`config.mk`:
```
export PLATFORM = sky130hd
export DESIGN_NAME = uart_rx_fifo
export DESIGN_NICKNAME = d
export VERILOG_FILES = /design/src/rtl/uart_pkg.sv /design/src/rtl/sync_fifo_fwft.sv /design/src/rtl/uart_rx_fifo.sv
export SDC_FILE = /design/constraint.sdc
export NUM_CORES = 1
export LEC_CHECK = 0
export ABC_AREA = 1
export BUFFER_PORTS_ARGS = -buffer_cell sky130_fd_sc_hd__buf_2
export CAP_MARGIN = 20
export CORE_ASPECT_RATIO = 1.5
export CORE_MARGIN = 2
export CORE_UTILIZATION = 55
export DETAILED_ROUTE_END_ITERATION = 8
export GPL_ROUTABILITY_DRIVEN = 0
export GPL_TIMING_DRIVEN = 1
export PLACE_DENSITY_LB_ADDON = 0.12
export REMOVE_ABC_BUFFERS = 1
export SLEW_MARGIN = 20
export SYNTH_ARGS = -nofsm -noshare
export SYNTH_HDL_FRONTEND = slang
export SYNTH_SLANG_ARGS = --single-unit
```
`constraint.sdc`:
```
create_clock -name clk -period 3.4 [get_ports clk]
set_input_delay 0 -clock clk [delete_from_list [all_inputs] [get_ports clk]]
set_output_delay 0 -clock clk [all_outputs]
set_load 0.005 [all_outputs]
```
`src/rtl/uart_pkg.sv`:
```
// Shared definitions for the UART receive path.
//   uart_state_e : receiver FSM state encoding
//   PAR_*        : parity mode constants for the PARITY parameter
//   vote3        : 2-of-3 majority helper used for bit sampling
package uart_pkg;

    typedef enum logic [2:0] {
        StIdle,
        StStart,
        StData,
        StParity,
        StStop,
        StBreak
    } uart_state_e;

    localparam int unsigned PAR_NONE = 0;
    localparam int unsigned PAR_ODD  = 1;
    localparam int unsigned PAR_EVEN = 2;

    function automatic logic vote3(input logic a, input logic b, input logic c);
        return (a & b) | (a & c) | (b & c);
    endfunction

endpackage

```
`src/rtl/sync_fifo_fwft.sv`:
```
// Single-clock first-word-fall-through FIFO. The head entry is presented on rdata
// whenever valid is high; a pop consumes it on the next rising clk edge.
//   clk, rst_n : clock, asynchronous active-low reset (flushes the FIFO)
//   push       : write wdata this cycle (accepted when not full, or when full and popping)
//   wdata      : data to write
//   full       : no free entry
//   rdata      : head entry
//   valid      : FIFO not empty
//   pop        : consume the head entry (ignored while empty)
module sync_fifo_fwft #(
    parameter int unsigned WIDTH = 9,
    parameter int unsigned DEPTH = 4
) (
    input  logic             clk,
    input  logic             rst_n,
    input  logic             push,
    input  logic [WIDTH-1:0] wdata,
    output logic             full,
    output logic [WIDTH-1:0] rdata,
    output logic             valid,
    input  logic             pop
);

    localparam int unsigned AW = $clog2(DEPTH);

    // One extra pointer bit distinguishes full from empty.
    logic [AW:0]      wptr_q, rptr_q;
    logic [WIDTH-1:0] mem_q [DEPTH];
    logic             do_push, do_pop;

    assign valid   = (wptr_q != rptr_q);
    assign full    = (wptr_q[AW] != rptr_q[AW]) && (wptr_q[AW-1:0] == rptr_q[AW-1:0]);
    assign rdata   = mem_q[rptr_q[AW-1:0]];
    assign do_pop  = pop & valid;
    // When full, a simultaneous pop frees the slot being written.
    assign do_push = push & (~full | do_pop);

    always_ff @(posedge clk or negedge rst_n) begin
        if (!rst_n) begin
            wptr_q <= '0;
            rptr_q <= '0;
            for (int unsigned i = 0; i < DEPTH; i++) begin
                mem_q[i] <= '0;
            end
        end else begin
            if (do_push) begin
                mem_q[wptr_q[AW-1:0]] <= wdata;
                wptr_q                <= wptr_q + 1'b1;
            end
            if (do_pop) begin
                rptr_q <= rptr_q + 1'b1;
            end
        end
    end

endmodule

```
`src/rtl/uart_rx_fifo.sv`:
```
// Parametrised UART receiver with majority-vote sampling, parity/framing checks and a
// FWFT output FIFO holding {parity error, data}.
//   clk, rst_n : clock, asynchronous active-low reset
//   rx         : raw serial input, idle high, asynchronous to clk
//   rx_data    : FIFO head data
//   rx_perr    : parity-error tag of the FIFO head
//   rx_valid   : FIFO not empty
//   rx_ready   : consumer pop (effective when rx_valid is high)
//   frame_err  : one-cycle pulse, stop bit sampled low
//   overrun    : one-cycle pulse, good frame dropped because the FIFO was full
//   busy       : FSM not idle
module uart_rx_fifo
    import uart_pkg::*;
#(
    parameter int unsigned CLKS_PER_BIT = 106,
    parameter int unsigned DATA_BITS    = 8,
    parameter int unsigned PARITY       = 0,
    parameter int unsigned STOP_BITS    = 1,
    parameter int unsigned FIFO_DEPTH   = 4
) (
    input  logic                 clk,
    input  logic                 rst_n,
    input  logic                 rx,
    output logic [DATA_BITS-1:0] rx_data,
    output logic                 rx_perr,
    output logic                 rx_valid,
    input  logic                 rx_ready,
    output logic                 frame_err,
    output logic                 overrun,
    output logic                 busy
);

    localparam int unsigned CW = $clog2(CLKS_PER_BIT);
    localparam int unsigned IW = $clog2(DATA_BITS);

    localparam logic [CW-1:0] CNT_MAX = CW'(CLKS_PER_BIT - 1);
    localparam logic [CW-1:0] CNT_CM1 = CW'(CLKS_PER_BIT / 2 - 1);
    localparam logic [CW-1:0] CNT_C   = CW'(CLKS_PER_BIT / 2);
    localparam logic [CW-1:0] CNT_CP1 = CW'(CLKS_PER_BIT / 2 + 1);
    localparam logic [IW-1:0] BIT_LAST = IW'(DATA_BITS - 1);

    uart_state_e          state_q;
    logic [CW-1:0]        cnt_q;
    logic [IW-1:0]        bit_idx_q;
    logic                 stop_idx_q;
    logic [DATA_BITS-1:0] shreg_q;
    logic                 perr_q;
    logic                 frame_err_q, overrun_q;

    logic       rx_meta_q, rxs_q, rxs_prev_q;
    logic [1:0] sync_ok_q;
    logic [1:0] samp_q;

    logic at_vote, at_wrap, vote, fall, last_stop, par_exp;
    logic push_req, fifo_full, pop;
    logic [DATA_BITS:0] fifo_rdata;

    // Two-flop synchroniser. sync_ok_q marks when rxs_q holds a real sample, so the
    // reset value of the synchroniser can never act as the "prior 1" of a start edge.
    always_ff @(posedge clk or negedge rst_n) begin
        if (!rst_n) begin
            rx_meta_q  <= 1'b1;
            rxs_q      <= 1'b1;
            rxs_prev_q <= 1'b0;
            sync_ok_q  <= 2'b00;
        end else begin
            rx_meta_q  <= rx;
            rxs_q      <= rx_meta_q;
            sync_ok_q  <= {sync_ok_q[0], 1'b1};
            rxs_prev_q <= sync_ok_q[1] & rxs_q;
        end
    end

    assign fall      = rxs_prev_q & ~rxs_q;
    assign at_vote   = (cnt_q == CNT_CP1);
    assign at_wrap   = (cnt_q == CNT_MAX);
    assign vote      = vote3(samp_q[0], samp_q[1], rxs_q);
    assign last_stop = (STOP_BITS == 1) || (stop_idx_q == 1'b1);
    assign par_exp   = (PARITY == PAR_ODD) ? ~(^shreg_q) : ^shreg_q;
    assign pop       = rx_valid & rx_ready;
    assign push_req  = (state_q == StStop) && at_vote && vote && last_stop;

    always_ff @(posedge clk or negedge rst_n) begin
        if (!rst_n) begin
            state_q     <= StIdle;
            cnt_q       <= '0;
            bit_idx_q   <= '0;
            stop_idx_q  <= 1'b0;
            shreg_q     <= '0;
            perr_q      <= 1'b0;
            samp_q      <= 2'b11;
            frame_err_q <= 1'b0;
            overrun_q   <= 1'b0;
        end else begin
            frame_err_q <= 1'b0;
            overrun_q   <= push_req && fifo_full && !pop;

            if (cnt_q == CNT_CM1) samp_q[0] <= rxs_q;
            if (cnt_q == CNT_C)   samp_q[1] <= rxs_q;
            cnt_q <= at_wrap ? '0 : cnt_q + 1'b1;

            case (state_q)
                StIdle: begin
                    cnt_q <= '0;
                    if (fall) state_q <= StStart;
                end
                StStart: begin
                    if (at_vote && vote) begin
                        state_q <= StIdle;  // false start
                    end else if (at_wrap) begin
                        state_q   <= StData;
                        bit_idx_q <= '0;
                        perr_q    <= 1'b0;
                    end
                end
                StData: begin
                    if (at_vote) shreg_q <= {vote, shreg_q[DATA_BITS-1:1]};
                    if (at_wrap) begin
                        if (bit_idx_q == BIT_LAST) begin
                            stop_idx_q <= 1'b0;
                            if (PARITY != PAR_NONE) state_q <= StParity;
                            else                    state_q <= StStop;
                        end else begin
                            bit_idx_q <= bit_idx_q + 1'b1;
                        end
                    end
                end
                StParity: begin
                    if (at_vote) perr_q <= (vote != par_exp);
                    if (at_wrap) state_q <= StStop;
                end
                StStop: begin
                    if (at_vote) begin
                        if (!vote) begin
                            frame_err_q <= 1'b1;
                            state_q     <= StBreak;
                        end else if (last_stop) begin
                            // Leave mid stop bit so a back-to-back start edge is caught.
                            state_q <= StIdle;
                        end
                    end else if (at_wrap) begin
                        stop_idx_q <= stop_idx_q + 1'b1;
                    end
                end
                StBreak: begin
                    if (rxs_q) state_q <= StIdle;
                end
                default: state_q <= StIdle;
            endcase
        end
    end

    sync_fifo_fwft #(
        .WIDTH(DATA_BITS + 1),
        .DEPTH(FIFO_DEPTH)
    ) u_fifo (
        .clk  (clk),
        .rst_n(rst_n),
        .push (push_req),
        .wdata({perr_q, shreg_q}),
        .full (fifo_full),
        .rdata(fifo_rdata),
        .valid(rx_valid),
        .pop  (rx_ready)
    );

    assign rx_data   = fifo_rdata[DATA_BITS-1:0];
    assign rx_perr   = fifo_rdata[DATA_BITS];
    assign frame_err = frame_err_q;
    assign overrun   = overrun_q;
    assign busy      = (state_q != StIdle);

endmodule

```
After elaboration in Yosys (flattened, before gate mapping) --
Cells that the tools add are included. Widths: inputs -> output; s select.
Cells by class: add/subtract/negate cells 4, magnitude comparators 3, equality and inequality tests 25, mux-type cells 30, bitwise logic cells 14, reduce and logical (&&, ||, !) cells 17
Operators with widths (number):
- $mux 3 | 13
- $bwmux 36 | 1
- $mux 9 | 3
- $eq 7x6->1 const B | 3
- $ne 2x2->1 const B | 10
- $bmux 9 s2 | 1
- $demux 9 s2 | 1
- $pmux 3 s6 | 1
- $mux 7 | 2
- $add 3x1->3 const B | 3
- $eq 3x3->1 const B | 3
- $reduce_xor 8->1 | 1
- $add 7x1->7 const B | 1
- $and 1x1->1 | 7
- $eq 7x7->1 const B | 1
- $logic_and 1x1->1 | 7
- $reduce_and 7->1 | 1
- $eq 3x2->1 const B | 2
- $ge 3x3->1 const B | 2
- $mux 1 | 6
- $not 2->3 | 2
- $pmux 3 s2 | 1
- $reduce_and 5->1 | 1
- $reduce_and 4->1 | 1
- 14 further kinds | 19
Word-level totals: register bits 73, input bits 4, output and inout port bits 13, word-level logic and storage cells 112

Depth between registers and ports, before layout --
Gate-level depths: netlist of run 1.
depth after elaboration 6, mapped depth 11, depth with buffers taken out 11

Hierarchy --
From an unflattened synthesis of run 1, not the netlist that was laid out.
Second synthesis, totals: cells, all modules 480, area, all modules 3926.3 sq um
Modules (own cells, without submodules):
- sync_fifo_fwft | instances 1, cells each 262, area an instance 2180.8 sq um, seq. area each 1051.0 sq um
- uart_rx_fifo | instances 1, cells each 218, area an instance 1745.4 sq um, seq. area each 780.7 sq um

Least setup slack after synthesis of run 1 --
OpenSTA, ideal clock, no wires.
path type reg-to-reg, start register cnt_q[0], end register u_fifo.wptr_q[2], library setup time 0.117 ns, arrival 1.496 ns, data required time 3.283 ns, slack 1.787 ns, stages on the path, launching flop included 11, buffers on the path 1, period minus slack after synthesis 1.613 ns, cell sequence dfrtp_1 inv_1 ha_1 nand2_4 nor2_8 nand2_4 nor2_8 nand3_4 buf_6 nand2_1 nand2_1
On the way: word-level cells in the longest chain between the ends 4
RTL lines:
- start: declaration | RTL line uart_rx_fifo.sv:43 | logic [CW-1:0] cnt_q;
- start signal: assignment | RTL line uart_rx_fifo.sv:100 | cnt_q <= at_wrap ? '0 : cnt_q + 1'b1;
- $eq 7x6->1 | RTL line uart_rx_fifo.sv:75 | assign at_vote = (cnt_q == CNT_CP1);
- $logic_and 1x1->1 (2 in a row) | RTL line uart_rx_fifo.sv:81 | assign push_req = (state_q == StStop) && at_vote && vote && last_stop;
- $and 1x1->1 | RTL line sync_fifo_fwft.sv:36 | assign do_push = push & (~full | do_pop);
- end signal: assignment | RTL line sync_fifo_fwft.sv:48 | wptr_q <= wptr_q + 1'b1;
- end: declaration | RTL line sync_fifo_fwft.sv:27 | logic [AW:0] wptr_q, rptr_q;
No other way between the ends. A chain may end at the register's enable or synchronous reset.

Final worst setup path of run 1 --
start register u_fifo.rptr_q[0], end output rx_data[7]
On the way: word-level cells in the longest chain between the ends 4
RTL lines:
- start: declaration | RTL line sync_fifo_fwft.sv:27
- start signal: assignment | RTL line sync_fifo_fwft.sv:51 | rptr_q <= rptr_q + 1'b1;
- $not 2->3 (implied by the code) | RTL line sync_fifo_fwft.sv:33 | assign rdata = mem_q[rptr_q[AW-1:0]];
- $bmux 9 s2 | RTL line sync_fifo_fwft.sv:33
- $mux 9 (implied by the code) (2 in a row) | RTL line sync_fifo_fwft.sv:33
- end: declaration | RTL line uart_rx_fifo.sv:24 | output logic [DATA_BITS-1:0] rx_data,
No other way between the ends. The select of a mux whose other input is x is not followed.

==> out/metrics.yaml, run 1 <==
slew_headroom_pct: 39.2
synth_seq_area_share_pct: 50.4
areaGrowthSynthToFinish_pct: 10.4
criticalPathCategory: "flip-flop to output port"
final_common_cell: "nand2_1"
arrival_ns: 1.89
power_leakage_uw: 0.00196
syn_avg_cell_area_um2: 8.69
crit_path_end_kind: "output port"
cts_max_level: 3
fin_area_um2: 4010
path_clk_slew_ns: 0.08
die_y_um: 104
synthSimpleGateAreaFrac_pct: 23.7
first_pass_iters: 4
drive_gt1_share_pct: 14.4
placeableCoreArea_um2: 6440
synth-seq-cells: 73
period_minus_slack_ns: 1.89
synthCells: 418
grt_pass1_wl_um: 12800
hpwlAfterDp_um: 4980
portBuffers: 16
rows: 36
maxCapViolCount: 0
root_buffer: "clkbuf_8"
fmax_mhz: 530
pre_cts_slack_ns: 1.54
setup_ws_ns: 1.51
post_cts_resized: 0
avgViaCountPerCell: 5.29
rsz0062_at_grt: "false"
grt-ovfl-total: 0
dr.first_iter.drc_count: 129
clk_latency_ns: 0.36
clock_sinks: 73
drt-wirelength-per-cell_um: 13.8
antenna_found_initial: 0
worstPathMaxFanout: 21
ys_types: 28
synthMuxAreaShare_pct: 0
cts_buffers: 9
dpl_cell_area_um2: 3750
track_usage_pct: 22.2
synth_top_family_by_area: "simple AND/OR/NAND/NOR gates"
die_w_um: 70.4
period_share_pct: 55.5
synth_xor_area_share_pct: 2.17
ctsLongestPathBuffers: 2
synthAdderAreaFrac_pct: 3.79
drc: 0
hold_viol: 0
via_count: 2745
min_path_type: "primary input to flip-flop"
setup_viol: 0
synth_compound_area_share_pct: 13.8
yosys_warnings: 0
status: "finished, final reports clean"
ir_drop_mv: 0.428
final.setup.tns_ns: 0
dp_cells: 501
start_kind: "flip-flop"
ant_nets: 0
fp.dieArea_um2: 7280
cts_tree: "built"
power.density_nw_per_um2: 511
initial_core_util_pct: 56.4
grt_pass1_vias: 2832
worst_pin_slew_ns: 0.912
diodes: 0
drv_slew: 0
wirelength_um: 7170
finClkSkew_ns: 0.00801
syn_area_um2: 3630
nets: 453
final_cell_mix: "nand2_1, dfrtp_1, nor2_1"
final_cells: 519
io_pins: 17
grt_max_degree: 41
cp.required_ns: 3.40
-- cell usage after synthesis (all sizes together) --
cell type    n  area (um^2)
a21oi        6         41.3
buf          5         50.0
clkbuf       5         18.8
conb         1         3.75
dfrtp       69         1730
dfstp        4          105
ha          11          138
inv         40          150
nand2      116          453
nand3       17          148
nand4        3         18.8
nor2        47          216
nor3         5         25.0
o211ai       1         7.51
o21ai       70          395
o22ai        9         56.3
xnor2        4         35.0
xor2         5         43.8
-- sequential cells by signal (all words and copies together), names as in the netlist, 2 cells and up --
signal	count
bit_idx_q	3
cnt_q	7
samp_q	2
shreg_q	8
state_q	3
sync_ok_q	2
u_fifo.mem_q	36
u_fifo.rptr_q	3
u_fifo.wptr_q	3
-- cell type report --
| cell class | instances | area, um^2 |
|---|---|---|
| clock buffer | 9 | 124 |
| clock inverter | 7 | 119 |
| fill | 564 | 2430 |
| inverter | 40 | 150 |
| multi-input combinational | 295 | 1580 |
| sequential | 73 | 1830 |
| tap | 76 | 95.1 |
| timing repair buffer | 19 | 108 |
-- final timing paths --
path | slack, ns | from | endpoint | depth (start not counted)
worst max-delay path | 1.51 | u_fifo.rptr_q[0]$_DFFE_PN0P_ | rx_data[7] | 4
worst min-delay path | 0.02 | rx_ready | u_fifo.rptr_q[0]$_DFFE_PN0P_ | 3
worst max register to register | 1.53 | u_fifo.rptr_q[1]$_DFFE_PN0P_ | u_fifo.mem_q[3]$_DFFE_PN0P_ | 7
worst min register to register | 0.35 | sync_ok_q[0]$_DFF_PN0_ | sync_ok_q[1]$_DFF_PN0_ | 0
max in group asynchronous | 2.11 | rst_n | samp_q[1]$_DFFE_PN1N_ | 3
min in group asynchronous | 0.30 | rst_n | u_fifo.mem_q[28]$_DFFE_PN0P_ | 2
-- through the flow --
step	hold WS (ns)	power [uW]	utilization (%)
after floorplan	-0.296	1160	-
after global placement	0.106	1230	58.2
after detailed placement	0.107	1240	58.2
after CTS	0.0174	2060	62.2
after global routing	0.0513	2140	62.2
final	0.0213	2050	62.2
-- per-layer routing --
metal	track usage [%]	wire (um)
met1	26.1	3020
met2	38.5	3750
met3	5.16	196
met4	9.07	208
met5	0	0
-- power breakdown --
group	switching (uW)	total [uW]	leakage, uW	internal [uW]
registers	38.5	941	0.000973	903
logic	194	282	0.000873	88.0
clock network	341	827	0.000115	487
-- logic make-up (layout without fill, tap and decap cells) --
group	after synthesis	count (layout)
simple gates	188	188
compound gates	86	86
flops	73	73
buf+inv	50	75
fa+ha+maj	11	11
xor+xnor	9	9
other cells	1	1
-- worst max-delay path, cell delays in order (launching register included) --
cell	delay, ns
dfrtp_1	0.75
inv_2	0.29
o21ai_0	0.26
o22ai_1	0.09
buf_2	0.13
-- repair_timing --
| action | CTS | global route |
|---|---|---|
| hold endpoints to repair | 40 | 0 |
| setup buffers | 0 | 0 |
| hold buffers | 2 | 0 |
| endpoints found under the setup margin | 0 | 0 |
Power figures use the tool's default switching activity.
==> inputs of run 2 (changes only) <==
==> constraint.sdc (replaced) <==
create_clock -name clk -period 1.93 [get_ports clk]
set_input_delay 0 -clock clk [delete_from_list [all_inputs] [get_ports clk]]
set_output_delay 0 -clock clk [all_outputs]
set_load 0.005 [all_outputs]
==> out/metrics.yaml, run 2 (synthesis results as in run 1) <==
maxCapViolCount: 0
final_cell_mix: "nand2_1, dfrtp_1, nor2_1"
diodes: 0
ir_drop_mv: 0.648
cts_buffers: 9
post_cts_resized: 0
crit_path_end_kind: "flip-flop"
status: "finished, final reports clean"
wirelength_um: 6920
cts_tree: "built"
total_power_uw: 3660
areaGrowthSynthToFinish_pct: 11.9
cp.required_ns: 2.17
period_share_pct: 90.7
drt-wirelength-per-cell_um: 13.2
dp_cells: 504
track_usage_pct: 20.6
clock_sinks: 73
nets: 457
min_path_type: "primary input to async pin"
criticalPathCategory: "flip-flop to flip-flop"
ctsLongestPathBuffers: 2
period_minus_slack_ns: 1.75
placeableCoreArea_um2: 6440
worstPathMaxFanout: 18
final_common_cell: "nand2_1"
rsz0062_at_grt: "false"
rows: 36
die_y_um: 104
finClkSkew_ns: 0.0104
path_buf_inv: 1
first_pass_iters: 4
clk_latency_ns: 0.35
crit_path_top_delay_cell: "dfrtp_1"
fillerInstances: 580
setup_viol: 0
crit_family: "simple AND/OR/NAND/NOR gates"
hold_viol: 0
die_w_um: 70.4
path_cells: "inv_1 > ha_1 > nand2_4 > nor2_8 > nand2_4 > nor2_8 > nand3_4 > nand2_1 > o21ai_2"
grt_pass1_wl_um: 11900
power_leakage_uw: 0.00199
drc: 0
antenna_found_initial: 0
initial_core_util_pct: 56.4
cp_slowest_stage_delay_ns: 0.43
path_clk_slew_ns: 0.08
top_regs: "u_fifo.mem_q: 36 flops, shreg_q: 8 flops, cnt_q: 7 flops"
fp.dieArea_um2: 7280
largest_register: "u_fifo.mem_q"
root_buffer: "clkbuf_8"
final_cells: 523
avgViaCountPerCell: 5.19
arrival_ns: 1.99
final.setup.tns_ns: 0
drive_gt1_share_pct: 15.0
largest_reg_flops: 36
dr.first_iter.drc_count: 145
register_area_um2: 1830
power.density_nw_per_um2: 899
grt_max_degree: 74
cts_max_level: 3
portBuffers: 16
grt_pass1_vias: 2653
io_pins: 17
via_count: 2716
multi_input_area_um2: 1580
ant_nets: 0
drv_slew: 0
fmax_mhz: 571
hpwlAfterDp_um: 4880
start_kind: "flip-flop"
grt-ovfl-total: 0
==> run 2: cell types whose count changed in the layout (fill, tap and decap cells not counted) <==
cell and delta:
clkinv_2 -1, buf_12 +1, clkinvlp_4 -1, dlygate4sd3_1 +1, buf_4 +2, clkbuf_8 +1, clkinv_4 +1
==> run 2: per-stage QoR <==
step | instance area, um^2 | utilization (%) | hold WS, ns | worst slack [ns]
finish | 4060 | 63.1 | 0.197 | 0.179
CTS | 4060 | 63.1 | 0.215 | 0.160
global route | 4060 | 63.1 | 0.262 | 0.0122
global placement | 3780 | 58.7 | 0.0583 | 0.231
floorplan | 3560 | - | -0.296 | 0.318
detailed placement | 3780 | 58.7 | 0.0604 | 0.168
==> run 2: metal layers <==
metal  track usage [%]  vias up  wire, um
met5                 0        -         0
met4              9.34        0       127
met3              5.25       12       182
met2              34.6       34      3620
met1              24.5     1267      2990
li1                  -     1403         -
==> run 2: power breakdown <==
group          switching [uW]  internal [uW]
logic                     346            161
registers                68.4           1590
clock network             591            898
total                    1010           2650
==> run 2: cell type report <==
cell class | count | area share [%]
clock buffer | 10 | 3.39
tap | 76 | 2.34
multi-input combinational | 295 | 38.9
sequential | 73 | 45.1
inverter | 40 | 3.69
clock inverter | 6 | 2.83
timing repair buffer | 23 | 3.76
==> run 2: timing repair <==
| item | CTS | global route |
|---|---|---|
| hold buffers | 3 | 0 |
| setup buffers | 0 | 0 |
| hold endpoints to repair | 75 | 0 |
==> run 2: worst register-to-register path, delay by kind of cell (launching register included) <==
kind | cells | cell delay, ns
buffers and inverters | 1 | 0.10
adder cells (fa/ha/maj) | 1 | 0.21
AND/OR/NAND/NOR | 6 | 0.83
AO/OA/AOI/OAI | 1 | 0.06
flip-flops | 1 | 0.43
==> run 2: final timing paths <==
path / from / to / slack (ns) / cells after the start
hold reg to reg: sync_ok_q[0]$_DFF_PN0_ / sync_ok_q[1]$_DFF_PN0_ / 0.35 / 0
min in group clk: rx / rx_meta_q$_DFF_PN1_ / 0.28 / 2
setup reg to reg: cnt_q[0]$_DFF_PN0_ / u_fifo.mem_q[35]$_DFFE_PN0P_ / 0.18 / 9
max in group asynchronous: rst_n / samp_q[1]$_DFFE_PN1N_ / 1.41 / 3
hold / removal: rst_n / u_fifo.mem_q[19]$_DFFE_PN0P_ / 0.20 / 3
setup / recovery: cnt_q[0]$_DFF_PN0_ / u_fifo.mem_q[35]$_DFFE_PN0P_ / 0.18 / 9
==> inputs of run 3 (changes only) <==
--- a/config.mk
+++ b/config.mk
@@ -12,8 +12,7 @@
 export CORE_MARGIN = 2
 export CORE_UTILIZATION = 55
 export DETAILED_ROUTE_END_ITERATION = 8
-export GPL_ROUTABILITY_DRIVEN = 0
-export GPL_TIMING_DRIVEN = 1
+export GPL_TIMING_DRIVEN = 0
 export PLACE_DENSITY_LB_ADDON = 0.12
 export REMOVE_ABC_BUFFERS = 1
 export SLEW_MARGIN = 20
==> out/metrics.yaml, run 3 (synthesis results as in run 1) <==
maxCapViolCount: 0
grt_max_degree: 43
netSwitchingPower_uw: 989
place.gp.congestion: 0.886
clock_sinks: 73
worst_pin_slew_ns: 0.511
final_common_cell: "nand2_1"
track_usage_pct: 21.3
nets: 455
swShare_pct: 27.7
fmax_mhz: 558
power.density_nw_per_um2: 881
diodes: 0
power_frac_seq_pct: 46.5
period_minus_slack_ns: 1.79
drc: 0
criticalPathCategory: "flip-flop to flip-flop"
p_int_uw: 2590
via_count: 2728
dr.first_iter.drc_count: 151
drive_gt1_share_pct: 16.0
cts_buffers: 9
antenna_found_initial: 0
placeableCoreArea_um2: 6440
areaGrowthSynthToFinish_pct: 11.7
die_y_um: 104
power_leakage_uw: 0.00198
min_path_type: "primary input to flip-flop"
pre_cts_slack_ns: -0.0619
cp.required_ns: 2.16
postLayoutCoreUtil_pct: 63.0
status: "finished, final reports clean"
final_cell_mix: "nand2_1, dfrtp_1, nor2_1"
rows: 36
setup_viol: 0
fp.dieArea_um2: 7280
first_pass_iters: 4
pwr-share-clk_pct: 39.3
drt-wirelength-per-cell_um: 13.2
path_clk_slew_ns: 0.07
ir_drop_mv: 0.586
largest_reg_flops: 36
arrival_ns: 2.02
grt_pass1_wl_um: 12400
portBuffers: 16
hpwlAfterDp_um: 4790
worstPathMaxFanout: 18
slew_headroom_pct: 65.8
largest_register: "u_fifo.mem_q"
ctsLongestPathBuffers: 2
finClkSkew_ns: 0.0107
dp_cells: 501
top_regs: "u_fifo.mem_q: 36 flops, shreg_q: 8 flops, cnt_q: 7 flops"
grt_pass1_vias: 2733
holdWs_ns: 0.0140
die_w_um: 70.4
start_kind: "flip-flop"
cts_tree: "built"
period_share_pct: 92.9
comb_power_share_pct: 14.2
final_cells: 521
initial_core_util_pct: 56.4
hold_viol: 0
root_buffer: "clkbuf_8"
clk_latency_ns: 0.35
avgViaCountPerCell: 5.24
cts_max_level: 3
drv_slew: 0
io_pins: 17
ant_nets: 0
grt-ovfl-total: 0
fillerInstances: 570
setup_ws_ns: 0.137
crit_path_end_kind: "flip-flop"
wirelength_um: 6870
rsz0062_at_grt: "false"
run 3: repair_timing:
item / CTS / global route
setup buffers: 0 / 2
hold buffers: 2 / 0
hold endpoints to repair: 74 / 0
pin swaps: 1 / 2
setup endpoints to repair: 25 / 39
resized for setup: 3 / 2
run 3: metal layers:
layer  part of all wire (%)  up-vias  global-route usage [%]  wire, um
met5                      0        -                       0         0
met4                    1.6        0                    9.07       113
met3                    2.3        8                    3.89       155
met2                     52       31                    36.1      3600
met1                     44     1287                    26.4      3010
li1                       -     1402                       -         -
run 3: area by class of cell:
class	instances	area [um^2]	area share, %
clock inverter	4	73.8	1.82
clock buffer	12	165	4.07
tap	76	95.1	2.34
timing repair buffer	21	150	3.70
sequential	73	1830	45.2
multi-input combinational	295	1590	39.1
inverter	40	154	3.79
run 3: final timing paths:
| kind | startpoint | end | slack (ns) | cells past startpoint |
|---|---|---|---|---|
| max | cnt_q[0]$_DFF_PN0_ | u_fifo.mem_q[27]$_DFFE_PN0P_ | 0.14 | 9 |
| min | rx_ready | u_fifo.rptr_q[0]$_DFFE_PN0P_ | 0.01 | 3 |
| max reg2reg | cnt_q[0]$_DFF_PN0_ | u_fifo.mem_q[27]$_DFFE_PN0P_ | 0.14 | 9 |
| min reg2reg | sync_ok_q[0]$_DFF_PN0_ | sync_ok_q[1]$_DFF_PN0_ | 0.35 | 0 |
| max in group asynchronous | rst_n | u_fifo.rptr_q[0]$_DFFE_PN0P_ | 1.24 | 3 |
| min in group asynchronous | rst_n | u_fifo.mem_q[28]$_DFFE_PN0P_ | 0.12 | 2 |
run 3: power groups by stage:
stage,clock network (uW),logic [uW],registers [uW]
after detailed placement,0,498,1690
final,1400,507,1660
after global placement,0,482,1690
after CTS,1430,509,1660
after floorplan,0,368,1670
after global routing,1490,605,1670
run 3: critical path, stage by stage (launching register included):
cell,delay (ns)
dfrtp_1,0.44
inv_1,0.11
ha_2,0.22
nand2_4,0.07
nor2_8,0.12
nand2_4,0.08
nor2_8,0.19
nand3_4,0.24
nand2_1,0.12
o21ai_1,0.07
run 3: stage by stage:
step	cell area (um^2)	power [uW]	setup TNS, ns
floorplan	3560	2040	0
global placement	3740	2170	-0.0965
detailed placement	3760	2190	-0.508
CTS	4030	3600	0
global route	4060	3770	0
finish	4060	3570	0
